[config.mk]
export PLATFORM = sky130hd
export DESIGN_NAME = axi4_stream_rx_fifo
export DESIGN_NICKNAME = d
export VERILOG_FILES = /design/src/rtl/axi4_stream_rx_fifo.sv
export SDC_FILE = /design/constraint.sdc
export NUM_CORES = 1
export LEC_CHECK = 0
export ABC_AREA = 1
export CAP_MARGIN = 20
export CORE_ASPECT_RATIO = 2
export CORE_UTILIZATION = 45
export DETAILED_ROUTE_END_ITERATION = 16
export GPL_TIMING_DRIVEN = 0
export PLACE_DENSITY = 0.64
export SYNTH_ARGS = -nofsm -noshare
export SYNTH_HDL_FRONTEND = slang
export SYNTH_SLANG_ARGS = --single-unit
[constraint.sdc]
create_clock -name clk -period 4.3 [get_ports clk]
set_clock_uncertainty 0.05 [all_clocks]
set_input_delay 0.86 -clock clk [delete_from_list [all_inputs] [get_ports clk]]
set_output_delay 0.86 -clock clk [all_outputs]
set_load 0.01 [all_outputs]
[src/rtl/axi4_stream_rx_fifo.sv]
// axi4_stream_rx_fifo: AXI4-Stream sink into a show-ahead FIFO with per-frame byte counting
module axi4_stream_rx_fifo #(
    parameter int BUS_WIDTH = 32,
    parameter int DEPTH = 16,
    parameter int LEN_W = 16,
    localparam int DATA_W = ((BUS_WIDTH-1)/8+1)*8,
    localparam int KEEP_W = DATA_W/8,
    localparam int AW = $clog2(DEPTH)
) (
    input  logic              clk,
    input  logic              rst,
    output logic              s_tready,
    input  logic [DATA_W-1:0] s_tdata,
    input  logic [KEEP_W-1:0] s_tkeep,
    input  logic              s_tlast,
    input  logic              s_tvalid,
    input  logic              rd_en,
    output logic [DATA_W-1:0] rd_data,
    output logic [KEEP_W-1:0] rd_keep,
    output logic              rd_last,
    output logic              empty,
    output logic [AW:0]       level,
    output logic              frame_done,
    output logic [LEN_W-1:0]  frame_bytes,
    output logic              frame_ovf
);
    localparam int PW = $clog2(KEEP_W+1);
    logic [DATA_W+KEEP_W:0] mem [DEPTH];
    logic [AW-1:0] wptr, rptr;
    logic [LEN_W-1:0] acc, sat;
    logic [LEN_W:0] sum;
    logic [PW-1:0] pc;
    logic ovf, ovf_n, wr, rd;
    assign s_tready = !rst && (level != (AW+1)'(DEPTH));
    assign empty = level == '0;
    assign wr = s_tvalid && s_tready;
    assign rd = rd_en && !empty;
    assign {rd_last, rd_keep, rd_data} = mem[rptr];
    always_comb begin
        pc = '0;
        for (int i = 0; i < KEEP_W; i++) pc = pc + PW'(s_tkeep[i]);
    end
    assign sum = {1'b0, acc} + (LEN_W+1)'(pc);
    assign sat = sum[LEN_W] ? '1 : sum[LEN_W-1:0];
    assign ovf_n = ovf || sum[LEN_W];
    always_ff @(posedge clk) if (wr) mem[wptr] <= {s_tlast, s_tkeep, s_tdata};
    always_ff @(posedge clk) begin
        if (rst) begin
            wptr <= '0;
            rptr <= '0;
            level <= '0;
            acc <= '0;
            ovf <= 1'b0;
            frame_done <= 1'b0;
            frame_bytes <= '0;
            frame_ovf <= 1'b0;
        end else begin
            frame_done <= wr && s_tlast;
            if (wr) wptr <= wptr + 1'b1;
            if (rd) rptr <= rptr + 1'b1;
            level <= level + (AW+1)'(wr) - (AW+1)'(rd);
            if (wr) begin
                acc <= s_tlast ? '0 : sat;
                ovf <= !s_tlast && ovf_n;
                if (s_tlast) begin
                    frame_bytes <= sat;
                    frame_ovf <= ovf_n;
                end
            end
        end
    end
endmodule
; ---- After elaboration in Yosys (flattened, before gate mapping)
; Memory sizes are Yosys's and may differ from the RTL's. A register that Yosys moved wholly into a read port is not among the register bits.
; Cells that the tools add are included.
[op_classes]
addsub = 8
n_reduce_logical = 11
eq_ne = 1
n_mux = 6
[op_table]
columns = op, count
row1 = $mux 16, 2
row2 = $add 16x3->17, 1
row3 = $add 4x1->4 const B, 2
row4 = $mux 4, 2
row5 = $add 5x1->5, 1
row6 = $logic_and 1x1->1, 5
row7 = $logic_not 5->1, 1
row8 = $ne 5x5->1 const B, 1
row9 = $sub 5x1->5, 1
row10 = $add 2x1->3, 1
row11 = $add 3x1->3, 1
row12 = $logic_not 1->1, 3
row13 = $add 1x1->2, 1
row14 = $mux 1, 2
row15 = $reduce_and 2->1, 1
row16 = $logic_or 1x1->1, 1
[word_totals]
word_cells = 35
mem_count = 1
inputBits = 41
reg_bits = 48
mem_bits_rw = 592
output_inout_bits = 62
[mem_list]
columns = memory, words, width, read_ports, rd_clocked_by_memory_dff, wr, line_no
row1 = mem, 16, 37, 1, 1, 1, 28  ; logic [DATA_W+KEEP_W:0] mem [DEPTH];

; ---- Longest topological paths before layout
[depth]
depth_word = 6
mapped_depth = 14
ltp_nobuf = 13

; ---- Least setup slack after synthesis
; Ideal clock, no wire load.
[synth_timing]
path_type = in2reg
from = input rst
to = memory mem[11][0] (netlist bit), enable pin
setup_slack_ps = 947
t_arrival_ps = 2872
required_time_ps = 3819
path_stages = 5
n_path_buf = 0
setup_time_ps = 431
cell_sequence = inv_1 > nand3_2 > inv_2 > nand2_1 > nor2_1
[synth_via]
elab_chain_len = 5
[synth_lines]
columns = element, line_no
row1 = from (decl), 11  ; input logic rst,
row2 = $logic_not 1->1, 34  ; assign s_tready = !rst && (level != (AW+1)'(DEPTH));
row3 = $logic_and 1x1->1, 34
row4 = $logic_and 1x1->1, 36  ; assign wr = s_tvalid && s_tready;
row5 = $mux 1, 46  ; always_ff @(posedge clk) if (wr) mem[wptr] <= {s_tlast, s_tkeep, s_tdata};
row6 = $mux 1 (not written as such), 46
row7 = to (decl), 28
; Every way passes these cells.

==> reports/metrics.csv <==
stage,metric,value,unit
power_and_ir_drop,power.density,513,nW/um^2
placement,place_congestion,0.917,
finish,fillCellCount,4677,
floorplanning,dieHeight,339,um
logic_synthesis,netlist_area,25500,um^2
cts,htreeDepth,2,
power_and_ir_drop,power.switching,4.69,mW
routing,num_vias,17600,
sta,rsz0062_at_grt,no,
cts,clk_pin_slew_worst_paths,0.07,ns
cts,clockRootBuffer,clkbuf_16,
critical_path,start_kind,flop,
power_and_ir_drop,intPower,10.5,mW
grt,grt_usage,27.7,%
cts,cts_tree,built,
logic_synthesis,yosysWarningCount,0,
cts,cts.sinks,644,
power_and_ir_drop,p_leak,9.56,nW
logic_synthesis,ys_async_sr_fraction,0,%
floorplanning,start_util,45.4,%
power_and_ir_drop,power_frac_clock,29.7,%
flow_run,cap_violations,0,
sta,finalCritPeriodShare,101,%
cts,worst_skew_pair.late_latency,0.60,ns
finish,final_cell_mix,"592 x edfxtp_1, 318 x nor2_1, 283 x o21ai_0",
routing,drt-pass1-iter-count,11,
critical_path,critPathRequiredTime,3.39,ns
cts,cts_buffer_depth,3,
finish,regArea,18800,um^2
sta,finalCriticalPeriod,4.33,ns
power_and_ir_drop,p_seq_share,46.2,%
logic_synthesis,synth_seq_area_share,73.8,%
finish,layout_commonest_cell,edfxtp_1,
logic_synthesis,syn_inst,1948,
min_path,holdCritPathClass,flop to flop,
grt,grt_max_degree,25,
sta,max_freq,231,MHz
cts,post_cts_buffers,0,
placement,hpwl,54100,um
logic_synthesis,ys.flop_type,edfxtp_1,
logic_synthesis,avgSynthCellArea,13.1,um^2
power_and_ir_drop,irDropWorstVdd,338,uV
sta,worst_pin_slew,1.02,ns
critical_path,worstPathArrival,3.42,ns
floorplanning,io_pins,103,
finish,syn_to_final_growth,15.8,%
finish,layout.nets,2177,
routing,wl_per_cell,27.2,um
logic_synthesis,ys_types,35,
sta,finalHoldViolations,0,
grt,grt_overflow,0,
power_and_ir_drop,pwr-share-comb,24.1,%
placement,portBuffers,102,
grt,grt_pass1_vias,18000,
routing,detail-route-antenna-nets,0,
sta,setup_viol_count_final,1,
routing,drtIter0Drc,1820,
critical_path,crit_path_end_kind,output port,
run_status,status,finished with violations,
sta,maxSlewViolCount,0,
finish,stdcell_area,29500,um^2
run_status,violations,"DRC, setup timing",
finish,drive_gt1_share,9.50,%
floorplanning,die_area,57700,um^2
floorplanning,rows,123,
critical_path,path_class,flop to output port,
routing,wl,79200,um
logic_synthesis,synth_edf_count,592,
sta,fin_ws,-0.0327,ns
floorplanning,die_w,170,um
finish,multiInputGateArea,5990,um^2
grt,antenna_found_initial,2,
logic_synthesis,syn-num-nets,2005,
sta,slew_headroom,32.0,%
power_and_ir_drop,sw_frac_of_total,31.0,%
critical_path,worst-path-max-fanout,19,
grt,grt_pass1_wl,114000,um
routing,vias_per_cell,6.04,
placement,place_area,28000,um^2
cts,cts_made_buffers,52,
routing,route.detailed.drc,4,
power_and_ir_drop,fin_total_pwr,15.1,mW
floorplanning,coreArea,56200,um^2
logic_synthesis,ys_ff_latch,644,
==> final timing paths <==
kind             startpoint              to  slack (ns)  depth (start not counted)
min          frame_bytes[1]  frame_bytes[1]        0.42                          2
max reg2reg        level[3]        level[4]        1.08                         13
min reg2reg  frame_bytes[1]  frame_bytes[1]        0.42                          2
max                    flop     rd_data[27]       -0.03                          7
==> metrics by stage <==
step | hold slack [ns] | setup slack, ns | std cells | util, % | TNS (ns)
2_1_floorplan | 0.397 | 0.947 | 1948 | - | 0
3_3_place_gp | 0.408 | -1.64 | 2800 | 48.9 | -844.98
3_5_place_dp | 0.407 | -0.103 | 2818 | 49.8 | -0.735
4_1_cts | 0.423 | 0.00184 | 2908 | 52.5 | 0
5_1_grt | 0.448 | 0.0000311 | 2907 | 52.5 | 0
6_report | 0.419 | -0.0327 | 2908 | 52.5 | -0.0327
==> power groups by stage <==
stage | clock, mW | sequential [mW] | combinational, mW
after floorplan | 0 | 7.13 | 1.83
after detailed placement | 0 | 7.13 | 3.60
after global placement | 0 | 7.14 | 3.49
final | 4.50 | 6.99 | 3.65
after global routing | 4.75 | 7.00 | 3.87
after CTS | 4.55 | 6.99 | 3.62
==> registers in the layout, indices dropped and copies added, names as in the netlist, named ones only <==
| name | count |
|---|---|
| mem | 592 |
| acc | 16 |
| frame_bytes | 16 |
| level | 5 |
| rptr | 4 |
| wptr | 4 |
| frame_done | 1 |
| frame_ovf | 1 |
| ovf | 1 |
==> logic make-up after synthesis <==
logic type / after synthesis / share of synthesized area [%]
DFF: 644 / 73.8
and+or+nand+nor: 584 / 9.47
AOI/OAI and AO/OA: 516 / 12.5
buffers and inverters: 184 / 3.16
adders and majority gates: 16 / 0.903
xor gates and xnor gates: 4 / 0.137
==> worst max-delay path: stages, from the launching register on <==
cell and delay [ns]:
dfxtp_1 0.48, buf_4 0.35, clkbuf_2 0.39, o21ai_0 0.17, o221ai_1 0.26, nand3_1 0.39, nand2_1 0.22, clkdlybuf4s50_1 0.56
==> layer usage <==
metal / routed length [um] / track usage, % / part of all wire [%]
met5: 0 / 0 / 0
met3: 5570 / 3.72 / 7.0
met4: 5980 / 19.1 / 7.5
met2: 41900 / 50.7 / 53
met1: 25800 / 28.7 / 33
==> layout make-up <==
cell class | count | share of cell area [%]
repair buffers | 120 | 4.78
flip-flops and latches | 644 | 63.8
inverters | 52 | 0.670
diodes | 1 | 0.00848
multi-input cells | 1120 | 20.3
clock inverters | 27 | 0.585
plain buffers | 130 | 2.09
well taps | 750 | 3.18
clock buffers | 64 | 4.63
==> synthesized netlist by cell type (16+ instances only) <==
cell	number	share of area (%)
a21oi_1	16	0.31
o21ai_0	283	5.6
o221ai_1	123	4.2
nand3_1	79	1.6
nor2_1	334	4.9
buf_2	43	0.84
inv_1	43	0.63
edfxtp_1	592	70
clkbuf_1	71	1.0
o211ai_1	26	0.77
nand2_1	143	2.1
o22ai_1	25	0.61
dfxtp_1	52	4.1
o21ai_1	29	0.57
==> repair_timing <==
| item | 4_1_cts | 5_1_grt |
|---|---|---|
| gates resized for setup | 6 | 16 |
| hold buffers | 0 | 0 |
| setup endpoints to repair | 19 | 12 |
| pin swaps | 0 | 0 |
Power figures use the tool's default switching activity.
==> RTL change: new RTL, same flow settings <==
Change the parameter `LEN_W` from 16 to 32.
--- a/src/rtl/axi4_stream_rx_fifo.sv
+++ b/src/rtl/axi4_stream_rx_fifo.sv
@@ -2,7 +2,7 @@
 module axi4_stream_rx_fifo #(
     parameter int BUS_WIDTH = 32,
     parameter int DEPTH = 16,
-    parameter int LEN_W = 16,
+    parameter int LEN_W = 32,
     localparam int DATA_W = ((BUS_WIDTH-1)/8+1)*8,
     localparam int KEEP_W = DATA_W/8,
     localparam int AW = $clog2(DEPTH)
Ports: changed (resized frame_bytes); port bits go from 103 to 119. No check against the original RTL was run, so the function may have changed too.
==> RTL change against the unedited design <==
- sequential cell count is 32 higher
- worst setup slack better by 120 ps
- die area is 9.2% higher
- synthesized area is 9.3% higher
- sequential power is 4.1% higher
- synthesized cell count is 13% higher
- wire length is 7.8% higher
- design area is 10% higher
- final cell count is 11% higher
- total power is 9.6% higher
==> RTL change: results (changes against the unedited design) <==
| Metric | Value |
|---|---|
| Status | `completed (was finished, violations left)` |
| Hold path startpoint | `acc[0]$_SDFFE_PP0P_ (was frame_bytes[1]$_SDFFE_PP0P_)` |
| Flop-to-flop setup slack | `1190 ps (was 1080 ps)` |
| DP Wirelength | `58.8 mm (was 54.1 mm)` |
| Via count of the routed design | `18600 (was 17600)` |
| NumNets Final | `2459 (was 2177)` |
| Synth Area in Compound Gates | `11.1% (was 12.5%)` |
| Reg2reg end | `mem[3][3]$_DFFE_PP_ (was level[4]$_SDFF_PP0_)` |
| # fillers | `5114 (was 4677)` |
| DRT Pass-1 Iters | `7 (was 11)` |
| Largest net degree at the start of global routing | `23 (was 25)` |
| VDD IR max | `0.000393 V (was 0.000338 V)` |
| RePlAce Congestion | `0.891 (was 0.917)` |
| Drt initial violations | `1619 (was 1820)` |
| Metal2 WL | `45.8 mm (was 41.9 mm)` |
| Power density cells | `510 nW/µm² (was 513 nW/µm²)` |
| Synth warn | `0 (unchanged)` |
| Post-Synth Adder-Cell Area | `0.827% (was 0.903%)` |
| Met3 WL | `5.03 mm (was 5.57 mm)` |
| Post-synthesis mux area share | `5.32% (was 0%)` |
| Layout cells sized above 1 | `8.98% (was 9.50%)` |
| WL final | `85.4 mm (was 79.2 mm)` |
| Data arrival, critical path | `3300 ps (was 3420 ps)` |
| Antenna violations before repair | `0 (was 2)` |
| Biggest registers after layout | `mem (592), acc (32), frame_bytes (32) (was mem (592), acc (16), frame_bytes (16))` |
| XOR/XNOR Fraction of Synth Area | `0.377% (was 0.137%)` |
| DRT met1 WL | `27.9 mm (was 25.8 mm)` |
| Yosys cell types | `34 (was 35)` |
| DP Area | `30500 µm² (was 28000 µm²)` |
| Worst Path Max Fanout | `10 (was 19)` |
| Hold Path End | `acc[0]$_SDFFE_PP0P_ (was frame_bytes[1]$_SDFFE_PP0P_)` |
| Syn_nets | `2265 (was 2005)` |
| Slew HR | `33.5% (was 32.0%)` |
| Top post-synthesis cells by area | `edfxtp_1 (64%), dfxtp_1 (6.0%), mux2i_1 (5.3%) (was edfxtp_1 (70%), o21ai_0 (5.6%), nor2_1 (4.9%))` |
| RR Startpoint | `level[2]$_SDFF_PP0_ (was level[3]$_SDFF_PP0_)` |
| R2R depth | `9 (was 13)` |
| First-pass GRT wire length | `123 mm (was 114 mm)` |
-- RTL change: cell type report --
type | instances | area, µm² | area share [%]
plain buffers | 128 | 621 | 1.91
well taps | 780 | 976 | 3.00
diodes | 1 | 2.50 | 0.00769
inverters | 203 | 762 | 2.34
flip-flops and latches | 676 | 19500 | 59.8
repair buffers | 136 | 1540 | 4.74
multi-input cells | 1201 | 7170 | 22.0
clock inverters | 40 | 509 | 1.57
clock buffers | 66 | 1500 | 4.61
-- RTL change: cells by family (layout without fill, tap and decap cells) --
group,Yosys count,in the layout
XOR/XNOR,12,12
other,0,1
buffers and inverters,331,573
adder cells (fa/ha/maj),16,16
AND/OR/NAND/NOR,488,488
multiplexers,148,148
AO/OA/AOI/OAI,537,537
flip-flops,676,676
-- RTL change: metrics by stage --
| step | setup TNS [ps] | instances | hold slack (ps) |
|---|---|---|---|
| after floorplan | 0 | 2208 | 386 |
| after global placement | -1100300 | 3106 | 405 |
| after detailed placement | -15180 | 3124 | 412 |
| after CTS | 0 | 3230 | 427 |
| after global routing | 0 | 3230 | 446 |
| final | 0 | 3231 | 425 |
-- RTL change: worst max-delay path by stage --
stage / startpoint / endpoint / slack [ps] / cells after the start
4_1_cts: flip-flop / rd_data[14] / 2 / 9
5_1_grt: flip-flop / rd_data[27] / 5 / 9
6_report: flip-flop / rd_data[27] / 90 / 9
3_5_place_dp: s_tkeep[0] / frame_ovf$_SDFFE_PP0P_ / -420 / 14
2_1_floorplan: rst / mem[11][0]$_DFFE_PP_ / 780 / 6
3_3_place_gp: rst / mem[3][3]$_DFFE_PP_ / -2220 / 7
-- RTL change: worst max-delay path: stages, from the launching register on --
cell	delay, ps
dfxtp_1	390
clkbuf_4	260
buf_2	390
buf_4	340
a21oi_1	110
o21ai_0	110
o211ai_1	120
o211ai_1	270
nand2_1	170
clkdlybuf4s50_1	510
-- RTL change: timing repair --
item,in CTS,in global routing
pin swaps,0,2
endpoints found under the setup margin,33,17
gates resized for setup,15,8
-- RTL change: where the power goes --
part / switching (mW) / leakage (nW) / total [mW] / internal (mW)
Clock: 2.37 / 0.984 / 5.59 / 3.22
Sequential: 0.0477 / 6.01 / 7.28 / 7.24
Combinational: 2.42 / 4.22 / 3.73 / 1.32
-- RTL change: routing by layer --
metal	vias to the layer above	track usage [%]
met3	290	3.58
met1	9152	28.3
met2	854	50.3
li1	8350	-
met5	-	0
met4	0	19.1
